==> src/rtl/writeback_queue.sv <==
// Register write-back queue: merges ALU and load write requests into one register write port.
// Latency: an accepted request is presented on write/address/data the cycle after acceptance.
// Backpressure: ready drops only when full (no pass-through); the ALU wins over the load unit.
module writeback_queue #(
    parameter int DATA_WIDTH = 16,
    parameter int DEPTH      = 4
) (
    input  logic                      clock,
    input  logic                      reset,
    input  logic                      alu_valid,
    input  logic [2:0]                alu_address,
    input  logic [DATA_WIDTH-1:0]     alu_data,
    output logic                      alu_ready,
    input  logic                      mem_valid,
    input  logic [2:0]                mem_address,
    input  logic [DATA_WIDTH-1:0]     mem_data,
    output logic                      mem_ready,
    input  logic                      hold,
    output logic [2:0]                address,
    output logic [DATA_WIDTH-1:0]     data,
    output logic                      write,
    input  logic [2:0]                query_address,
    output logic                      query_pending,
    output logic [$clog2(DEPTH):0]    level
);
    localparam int AW = $clog2(DEPTH);

    typedef struct packed {
        logic [2:0]            address;
        logic [DATA_WIDTH-1:0] data;
    } entry_t;

    entry_t          mem [DEPTH];
    logic [DEPTH-1:0] vld;
    logic [AW-1:0]   rd_ptr;
    logic [AW-1:0]   wr_ptr;
    logic [AW:0]     count;
    logic            full;
    logic            empty;
    logic            push;
    logic            pop;
    entry_t          wr_entry;
    entry_t          head;

    assign full      = (count == (AW+1)'(DEPTH));
    assign empty     = (count == '0);
    assign alu_ready = !full;
    assign mem_ready = !full && !alu_valid;
    assign push      = (alu_valid && alu_ready) || (mem_valid && mem_ready);
    assign pop       = !empty && !hold;
    assign wr_entry  = alu_valid ? entry_t'{alu_address, alu_data}
                                 : entry_t'{mem_address, mem_data};

    always_ff @(posedge clock or posedge reset) begin
        if (reset) begin
            rd_ptr <= '0;
            wr_ptr <= '0;
            count  <= '0;
            vld    <= '0;
        end else begin
            // push and pop never target the same slot: push needs !full, pop needs !empty
            if (push) begin
                wr_ptr      <= wr_ptr + 1'b1;
                vld[wr_ptr] <= 1'b1;
            end
            if (pop) begin
                rd_ptr      <= rd_ptr + 1'b1;
                vld[rd_ptr] <= 1'b0;
            end
            case ({push, pop})
                2'b10:   count <= count + 1'b1;
                2'b01:   count <= count - 1'b1;
                default: count <= count;
            endcase
        end
    end

    always_ff @(posedge clock) begin
        if (push) mem[wr_ptr] <= wr_entry;
    end

    assign head    = mem[rd_ptr];
    assign write   = pop;
    assign address = empty ? 3'd0 : head.address;
    assign data    = empty ? '0 : head.data;
    assign level   = count;

    always_comb begin
        query_pending = 1'b0;
        for (int i = 0; i < DEPTH; i++) begin
            if (vld[i] && (mem[i].address == query_address)) query_pending = 1'b1;
        end
    end
endmodule

==> config.mk <==
export PLATFORM = sky130hd
export DESIGN_NAME = writeback_queue
export DESIGN_NICKNAME = d
export VERILOG_FILES = /design/src/rtl/writeback_queue.sv
export SDC_FILE = /design/constraint.sdc
export NUM_CORES = 1
export LEC_CHECK = 0
export CAP_MARGIN = 15
export CORE_UTILIZATION = 54
export CTS_BUF_LIST = sky130_fd_sc_hd__clkbuf_8
export CTS_CLUSTER_DIAMETER = 40
export DETAILED_ROUTE_END_ITERATION = 7
export MAX_ROUTING_LAYER = met4
export PLACE_DENSITY_LB_ADDON = 0.12
export SLEW_MARGIN = 20
export SYNTH_ARGS = -nofsm -noshare
export SYNTH_HDL_FRONTEND = slang
export SYNTH_SLANG_ARGS = --single-unit
==> constraint.sdc <==
create_clock -name clock -period 2.8 [get_ports clock]
set_input_delay 0.42 -clock clock [delete_from_list [all_inputs] [get_ports clock]]
set_output_delay 0.42 -clock clock [all_outputs]
set_load 0.01 [all_outputs]
======== After elaboration in Yosys (flattened, before gate mapping) ========
Memory sizes are Yosys's and may differ from the RTL's.
Cells that the tools add are included.
storage, ports and cells
  register bits after elaboration ......... 11
  RAM bits ................................ 76
  memories ................................ 1
memories
  name  words  width  rd ports  clocked after Yosys merged registers in  write ports  RTL line  source
  mem   4      19     5         0                                        1            33        entry_t mem [DEPTH];
cells by class
  add/subtract/negate cells ............... 4
  magnitude comparators ................... 4
  equal/unequal tests ..................... 7
  mux-type cells .......................... 16
  bitwise gates (word level) .............. 3
  reductions and logical operators ........ 17
operator list
  kind                   count
  $mux W19               1
  $mux W16               1
  $eq A3 B3 Y1           4
  $logic_and A1 B1 Y1    10
  $mux W1                8
  $mux W4                2
  $lt A2 B3 Y1 const B   2
  $pmux W3 S2            1
  $add A2 B1 Y2 const B  2
  $and A4 B4 Y4          1
  $demux W1 S2           2
  $ge A2 B1 Y1 const B   2
  $logic_not A1 Y1       4
  $not A4 Y4             1
  $or A4 B4 Y4           1
  $add A3 B1 Y3 const B  1
  $eq A3 B3 Y1 const B   1
  $logic_not A3 Y1       1
  $mux W3                1
  $sub A3 B1 Y3 const B  1
  $eq A2 B1 Y1 const B   1
  $eq A2 B2 Y1 const B   1
  $reduce_bool A2 Y1     1
  $logic_or A1 B1 Y1     1

======== Longest topological paths before layout ========
Gate-level depths: netlist of the first run.
  depth in word-level cells ............... 8
  gate-level depth with buffers ........... 9
  depth with buffers taken out ............ 9

======== Least setup slack after synthesis of the first run ========
No wires, ideal clock.
  path type ............................... reg2reg
  start ................................... register count[2] (netlist: level[2])
  end ..................................... memory mem[0][0] (netlist bit), enable pin
  arrival ................................. 2.179 ns
  required time ........................... 2.374 ns
  path slack .............................. 0.195 ns
  cell stages (with the launch flop) ...... 3
  cells stage by stage .................... dfrtp_1 > nor3b_4 > nor3b_1
on the way
  word-level cells in the longest chain between the ends .. 7
  elaborated cells on any way between the ends .. 8
  classes of those cells .................. eq/ne (1); mux (2); reduce/logical (5)
ends and longest elaborated chain
  item                             RTL line  source
  from (decl)                      37        logic [AW:0] count;
  from (signal assigned)           71        2'b10: count <= count + 1'b1;
  from (signal assigned)           72        2'b01: count <= count - 1'b1;
  from (signal assigned)           73        default: count <= count;
  $eq A3 B3 Y1 *                   45        assign full = (count == (AW+1)'(DEPTH));
  $logic_not A1 Y1 *               47, 48
  $logic_and A1 B1 Y1              48        assign mem_ready = !full && !alu_valid;
  $logic_and A1 B1 Y1              49        assign push = (alu_valid && alu_ready) || (mem_valid && mem_ready);
  $logic_or A1 B1 Y1 *             49
  $mux W1 *                        79        if (push) mem[wr_ptr] <= wr_entry;
  $mux W1 (implied by the code) *  79
  to (decl)                        33
Every way passes the cells marked *; elsewhere a longest branch is shown, timed or not.

======== Worst setup path in the final report of the first run ========
  start ................................... register rd_ptr[0]
  end ..................................... output data[10]
on the way
  word-level cells in the longest chain between the ends .. 2
ends and longest elaborated chain
  item                    RTL line  source
  from (decl)             35        logic [AW-1:0] rd_ptr;
  from (signal assigned)  67        rd_ptr <= rd_ptr + 1'b1;
  $mem_v2 Z4 W19          n/a
  $mux W16                85        assign data = empty ? '0 : head.data;
  to (decl)               20        output logic [DATA_WIDTH-1:0] data,
No other way between the ends.

==> out/qor.csv, run 1 <==
stage,metric,value,unit
clock_tree,number of buffers created by CTS,9,
cells_and_area,number of antenna diodes,0,
global_route,maximum number of pins on one net before global-route repair,21,
placement,Cell Count Post-Placement,385,
timing,final setup violation count,0,
clock_tree,cts repair resizes,0,
critical_path,critical path class,reg2out,
detailed_routing,mean number of vias per cell,5.27,
detailed_routing,remaining antenna violation count,0,
global_route,number of global-route vias before repair,2163,
floorplan,number of top-level pins,72,
global_route,Total Routing Usage GR,0.218,
power,Flop pwr share,0.404,
global_route,met2 routing resource usage after global routing,0.361,
clock_tree,buffer count from post-CTS setup fixing,0,
critical_path,Worst Path Arrival,2.20,ns
cells_and_area,"commonest non-fill, non-tap cells in the layout","sky130_fd_sc_hd__edfxtp_1 (76), sky130_fd_sc_hd__clkdlybuf4s50_1 (71), sky130_fd_sc_hd__mux4_2 (19), sky130_fd_sc_hd__nor2b_1 (19), sky130_fd_sc_hd__mux2_2 (19)",
clock_tree,TritonCTS clock tree,built,
critical_path,CP bufs+invs,2,
logic_synthesis,number of standard cells after synthesis,215,
critical_path,cell breakdown of the critical path,buf_4 -> mux4_2 -> nor2b_1 -> clkdlybuf4s50_1,
cells_and_area,post-route cell area,4990,sq um
global_route,wire length of the first global-routing pass,11200,um
clock_tree,count of clock tree sinks,87,
cells_and_area,most frequent standard cell in the layout excluding fill and tap cells,sky130_fd_sc_hd__edfxtp_1,
placement,setup slack at placement,0.438,ns
clock_tree,buffer levels on the longest clock path,2,
global_route,initial antenna violation count,0,
clock_tree,clock root cell,sky130_fd_sc_hd__clkbuf_8,
logic_synthesis,count of synthesis-stage warnings from yosys,0,
logic_synthesis,sequential area share after synthesis,0.658,
cells_and_area,area grow syn2layout,28.4,%
power,combinational group share of total power,0.431,
placement,placement-stage cell area,4800,sq um
global_route,overflow left after global routing,0,
critical_path,worst path required time,2.38,ns
timing,setup repair after global routing missed its margin,no,
placement,Final HPWL DP,4850,um
placement,Port Buf Inserts,71,
worst_hold_path,Hold Path Class,in2async,
power,net switching power,1.60,mW
critical_path,critical path peak fanout,16,
timing,portion of the clock cycle consumed by the worst path in the final layout,0.934,
timing,final max-slew violation count,0,
critical_path,Worst Setup Start Kind,register,
clock_tree,number of hold buffers added after cts,0,
logic_synthesis,cell area after synthesis,3890,sq um
placement,routability cong.,0.827,
timing,final worst slack,0.184,ns
floorplan,die width,86.8,um
floorplan,std cell rows,30,
logic_synthesis,count of state elements after synthesis,87,
detailed_routing,total number of vias,2114,
logic_synthesis,total nets after synthesis,271,
detailed_routing,DR DRC count,0,
power,worst supply voltage drop on vdd,0.609,mV
power,pwr/cell area,1040,nW/um^2
clock_tree,maximum level of the CTS H-tree,3,
global_route,most crowded layer after global routing,met2,
critical_path,CP max-delay cell,sky130_fd_sc_hd__mux4_2,
outcome,run status,finished clean,
detailed_routing,total iterations of the first detailed-routing run,4,
power,Switching Fraction,0.311,
detailed_routing,final wirelength,7180,um
flow_run,max-capacitance violation count,0,
critical_path,critical path's top delay family,buffers and inverters,
floorplan,core region area,6870,sq um
timing,Relative slew margins,0.706,
cells_and_area,total number of nets in the final design,356,
power,part of the total power dissipated in the clock network,0.166,
timing,count of final hold-check violations,0,
logic_synthesis,synthesized area divided by synthesized cell count,18.1,sq um
timing,post-route setup TNS,0,ns
floorplan,Die Outline Area,7540,sq um
global_route,GRT met1 Usage,0.264,
logic_synthesis,Synth cell types,23,
clock_tree,clk_lat worst skew,0.35,ns
timing,actual transition at the worst max-transition pin,0.441,ns
power,internal power,3.56,mW
floorplan,initial core utilization,0.566,
cells_and_area,"number of standard cells in the layout, taps in and fillers out",401,
cells_and_area,share of final-layout standard cells stronger than drive strength 1,0.252,
timing,Setup Skew,0.00892,ns
power,Static Leakage,1.77,nW
timing,fin crit period,2.62,ns
clock_tree,clock transition time at the flip-flop clock pins of the worst setup and hold paths,0.08,ns
detailed_routing,average routed wire per standard cell,17.9,um
detailed_routing,drt first-iter violations,100,
critical_path,kind of end point of the critical path,primary output,
critical_path,"Largest stage delay, worst path",0.56,ns
floorplan,die height,86.8,um
global_route,routing usage on met3,0.0486,
timing,maximum clock frequency,382,MHz
## through the flow
step	utilization	hold WS [ns]	total power, mW
after floorplan	-	0.272	3.36
after global placement	0.698	0.551	4.32
after detailed placement	0.698	0.565	4.37
after CTS	0.727	0.370	5.23
after global routing	0.727	0.379	5.46
final	0.727	0.361	5.17
## Yosys cell counts
cell,instances,area share
sky130_fd_sc_hd__a2bb2oi_1,4,0.0090
sky130_fd_sc_hd__buf_2,6,0.0077
sky130_fd_sc_hd__buf_6,2,0.0058
sky130_fd_sc_hd__clkbuf_1,3,0.0029
sky130_fd_sc_hd__dfrtp_1,11,0.071
sky130_fd_sc_hd__edfxtp_1,76,0.59
sky130_fd_sc_hd__fa_1,1,0.0052
sky130_fd_sc_hd__ha_1,9,0.029
sky130_fd_sc_hd__inv_1,10,0.0097
sky130_fd_sc_hd__mux2_1,1,0.0029
sky130_fd_sc_hd__mux2_2,19,0.055
sky130_fd_sc_hd__mux2_4,1,0.0039
sky130_fd_sc_hd__mux2i_1,1,0.0026
sky130_fd_sc_hd__mux4_2,19,0.11
sky130_fd_sc_hd__nand4_1,5,0.0080
sky130_fd_sc_hd__nor2_1,3,0.0029
sky130_fd_sc_hd__nor2_2,2,0.0032
sky130_fd_sc_hd__nor2b_1,19,0.031
sky130_fd_sc_hd__nor3_2,1,0.0026
sky130_fd_sc_hd__nor3b_1,4,0.0077
sky130_fd_sc_hd__nor3b_4,1,0.0048
sky130_fd_sc_hd__xnor2_1,15,0.034
sky130_fd_sc_hd__xor2_1,2,0.0045
## per-layer routing
metal	routed length, um	vias to the layer above
li1	-	986
met3	254	10
met5	0	-
met1	3030	1068
met2	3800	50
met4	102	0
## layout make-up
cell class | count | area (sq um)
flip-flops and latches | 87 | 2560
fillers | 436 | 1880
multi-input cells | 107 | 1250
repair buffers | 85 | 828
clock buffers | 9 | 124
well taps | 96 | 120
clock inverters | 7 | 70.1
inverters | 10 | 37.5
## power groups by stage
stage | Sequential [mW] | Clock [mW] | Combinational, mW
after floorplan | 2.05 | 0 | 1.31
after global placement | 2.09 | 0 | 2.23
after detailed placement | 2.10 | 0 | 2.27
after CTS | 2.09 | 0.865 | 2.28
after global routing | 2.13 | 0.921 | 2.41
final | 2.09 | 0.856 | 2.22
## state kept, by name, summed over array words and instances (netlist names)
register / flops
mem: 76
vld: 4
level: 3
rd_ptr: 2
wr_ptr: 2
## final timing paths
path | start | slack [ns] | cells after the start | to
setup / recovery | rd_ptr[0] | 0.18 | 4 | data[10]
setup reg to reg | level[0] | 0.56 | 9 | level[2]
max in group asynchronous | reset | 2.13 | 2 | level[2]
hold reg to reg | level[2] | 0.58 | 1 | level[2]
hold / removal | reset | 0.36 | 2 | wr_ptr[1]
min in group clock | level[2] | 0.58 | 1 | level[2]
## cells by family (layout without fill, tap and decap cells)
family,Yosys count,after routing,synth area share
flip-flops,87,87,0.658
multiplexers,41,41,0.175
AND/OR/NAND/NOR,35,35,0.0599
buffers and inverters,21,111,0.0261
XOR/XNOR,17,17,0.0383
adder cells (fa/ha/maj),10,10,0.0341
AO/OA/AOI/OAI,4,4,0.00901
Power figures use the tool's default switching activity.
==> inputs of run 2 (changes only) <==
--- a/config.mk
+++ b/config.mk
@@ -6,10 +6,11 @@
 export NUM_CORES = 1
 export LEC_CHECK = 0
 export CAP_MARGIN = 15
-export CORE_UTILIZATION = 54
+export CORE_UTILIZATION = 55
 export CTS_BUF_LIST = sky130_fd_sc_hd__clkbuf_8
 export CTS_CLUSTER_DIAMETER = 40
 export DETAILED_ROUTE_END_ITERATION = 7
+export DONT_BUFFER_PORTS = 1
 export MAX_ROUTING_LAYER = met4
 export PLACE_DENSITY_LB_ADDON = 0.12
 export SLEW_MARGIN = 20
==> run 2 against run 1 <==
- die area is 1.8% lower
- maximum frequency is 7.1% higher
- largest power group is now sequential cells
- flip-flop and latch count stayed put
- sequential power is 3% higher
- combinational power is 29% lower
- critical path type unchanged
- hold slack worse by 0.029 ns
- core utilization is 9.8 points lower
- cell area is 14% lower
- first-iteration DRC count is 2.0% lower
- total power is 11% lower
==> out/qor.csv, run 2 (synthesis gave the netlist of run 1 again) <==
stage,metric,value,unit,change
outcome,run status,finished clean,,
detailed_routing,remaining antenna violation count,0,,unchanged
timing,final setup violation count,0,,unchanged
detailed_routing,DR DRC count,0,,unchanged
global_route,number of global-route vias before repair,2115,,-2.2%
detailed_routing,drt first-iter violations,98,,-2.0%
detailed_routing,total number of vias,1858,,-12%
clock_tree,buffer levels on the longest clock path,2,,unchanged
placement,Final HPWL DP,4590,um,-5.3%
power,pwr/cell area,1080,nW/um^2,+4.2%
critical_path,worst path required time,2.38,ns,about the same
cells_and_area,max FFs per register,76,,unchanged
clock_tree,number of buffers created by CTS,9,,unchanged
critical_path,kind of end point of the critical path,primary output,,
cells_and_area,post-route cell area,4270,sq um,-14%
placement,setup slack at placement,0.547,ns,+0.109 ns
timing,portion of the clock cycle consumed by the worst path in the final layout,0.872,,-0.0623
clock_tree,clock root cell,sky130_fd_sc_hd__clkbuf_8,,
floorplan,die width,86.1,um,-0.89%
critical_path,Worst Path Arrival,2.02,ns,-0.18 ns
floorplan,number of top-level pins,72,,unchanged
clock_tree,count of clock tree sinks,87,,unchanged
global_route,maximum number of pins on one net before global-route repair,24,,+14%
power,Static Leakage,1.48,nW,-17%
cells_and_area,share of final-layout standard cells stronger than drive strength 1,0.315,,+0.0622
clock_tree,maximum level of the CTS H-tree,3,,unchanged
timing,final max-slew violation count,0,,unchanged
detailed_routing,average routed wire per standard cell,20.8,um,+16%
placement,placement-stage cell area,4060,sq um,-15%
critical_path,critical path peak fanout,23,,+7
worst_hold_path,Hold Path Class,in2reg,,
flow_run,max-capacitance violation count,0,,unchanged
timing,Setup Skew,0.00866,ns,-0.000262 ns
clock_tree,TritonCTS clock tree,built,,
timing,post-route setup TNS,0,ns,unchanged
detailed_routing,mean number of vias per cell,5.66,,+7.5%
power,worst supply voltage drop on vdd,0.772,mV,+27%
placement,routability cong.,0.759,,-8.2%
timing,final worst slack,0.358,ns,+0.175 ns
cells_and_area,total number of nets in the final design,283,,-21%
clock_tree,buffer count from post-CTS setup fixing,0,,unchanged
critical_path,CP bufs+invs,0,,-2
cells_and_area,area grow syn2layout,9.85,%,
clock_tree,clk_lat worst skew,0.36,ns,about the same
detailed_routing,final wirelength,6820,um,-5.1%
critical_path,Worst Setup Start Kind,register,,
global_route,wire length of the first global-routing pass,10700,um,-4.9%
critical_path,"Largest stage delay, worst path",1.03,ns,+0.47 ns
timing,fin crit period,2.44,ns,-0.175 ns
timing,count of final hold-check violations,0,,unchanged
floorplan,initial core utilization,0.572,,+0.00625
timing,actual transition at the worst max-transition pin,1.03,ns,+0.591 ns
critical_path,critical path class,reg2out,,
critical_path,CP max-delay cell,sky130_fd_sc_hd__dfrtp_1,,
cells_and_area,"commonest non-fill, non-tap cells in the layout","sky130_fd_sc_hd__edfxtp_1 (76), sky130_fd_sc_hd__mux4_2 (19), sky130_fd_sc_hd__nor2b_1 (19), sky130_fd_sc_hd__mux2_2 (19), sky130_fd_sc_hd__xnor2_1 (15)",,
cells_and_area,most frequent standard cell in the layout excluding fill and tap cells,sky130_fd_sc_hd__edfxtp_1,,
floorplan,die height,86.1,um,-0.89%
critical_path,critical path's top delay family,flip-flops,,
floorplan,Die Outline Area,7410,sq um,-1.8%
detailed_routing,total iterations of the first detailed-routing run,4,,unchanged
cells_and_area,number of antenna diodes,0,,unchanged
timing,Relative slew margins,0.312,,-0.394
critical_path,cell breakdown of the critical path,mux4_2 -> nor2b_1,,
global_route,Total Routing Usage GR,0.213,,-0.00448
floorplan,core region area,6790,sq um,-1.1%
cells_and_area,most flop-heavy register,mem,,
timing,maximum clock frequency,410,MHz,+7.1%
clock_tree,cts repair resizes,0,,unchanged
floorplan,std cell rows,30,,unchanged
placement,Port Buf Inserts,0,,-100%
power,Final Total Pwr,4.61,mW,-11%
global_route,initial antenna violation count,0,,unchanged
timing,setup repair after global routing missed its margin,no,,
clock_tree,clock transition time at the flip-flop clock pins of the worst setup and hold paths,0.08,ns,about the same
global_route,overflow left after global routing,0,,unchanged
-- run 2: cell count changes in the layout (fill, tap and decap cells not counted) --
cell	before	now
sky130_fd_sc_hd__dlygate4sd3_1	0	1
sky130_fd_sc_hd__clkinv_2	3	1
sky130_fd_sc_hd__clkinv_1	0	1
sky130_fd_sc_hd__clkdlybuf4s50_1	71	0
sky130_fd_sc_hd__clkinvlp_4	1	2
sky130_fd_sc_hd__buf_4	13	10
-- run 2: layout make-up --
cell class	count	area, sq um
inverters	10	37.5
flip-flops and latches	87	2560
multi-input cells	107	1250
fillers	487	2520
clock buffers	9	124
clock inverters	7	71.3
well taps	96	120
repair buffers	12	105
-- run 2: per-layer routing --
metal	track usage	vias to the layer above	wire length, um
li1	-	837	-
met1	0.238	954	2660
met2	0.359	53	3750
met3	0.0510	14	249
met4	0.109	0	164
met5	-	-	0
-- run 2: worst paths after layout --
kind | from | to | slack, ns | cells past startpoint
max | rd_ptr[1] | data[2] | 0.36 | 2
min | mem_address[2] | mem[2][18] | 0.33 | 1
max reg2reg | level[0] | level[2] | 0.54 | 9
min reg2reg | vld[2] | vld[2] | 0.56 | 1
max in group asynchronous | reset | vld[1] | 2.00 | 2
min in group asynchronous | reset | level[0] | 0.50 | 2
-- run 2: metrics by stage --
step | cells | hold slack (ns) | util
CTS | 328 | 0.315 | 0.628
finish | 328 | 0.332 | 0.628
floorplan | 215 | 0.272 | -
detailed placement | 311 | 0.330 | 0.598
global route | 328 | 0.322 | 0.628
global placement | 311 | 0.312 | 0.598
-- run 2: what timing repair did --
item	in CTS	in global routing
hold buffers	1	0
setup endpoints to repair	0	0
endpoints found under the hold margin	11	0
-- run 2: power by group --
group | internal (mW) | switching, mW
combinational | 0.780 | 0.805
clock | 0.414 | 0.449
sequential | 1.87 | 0.286
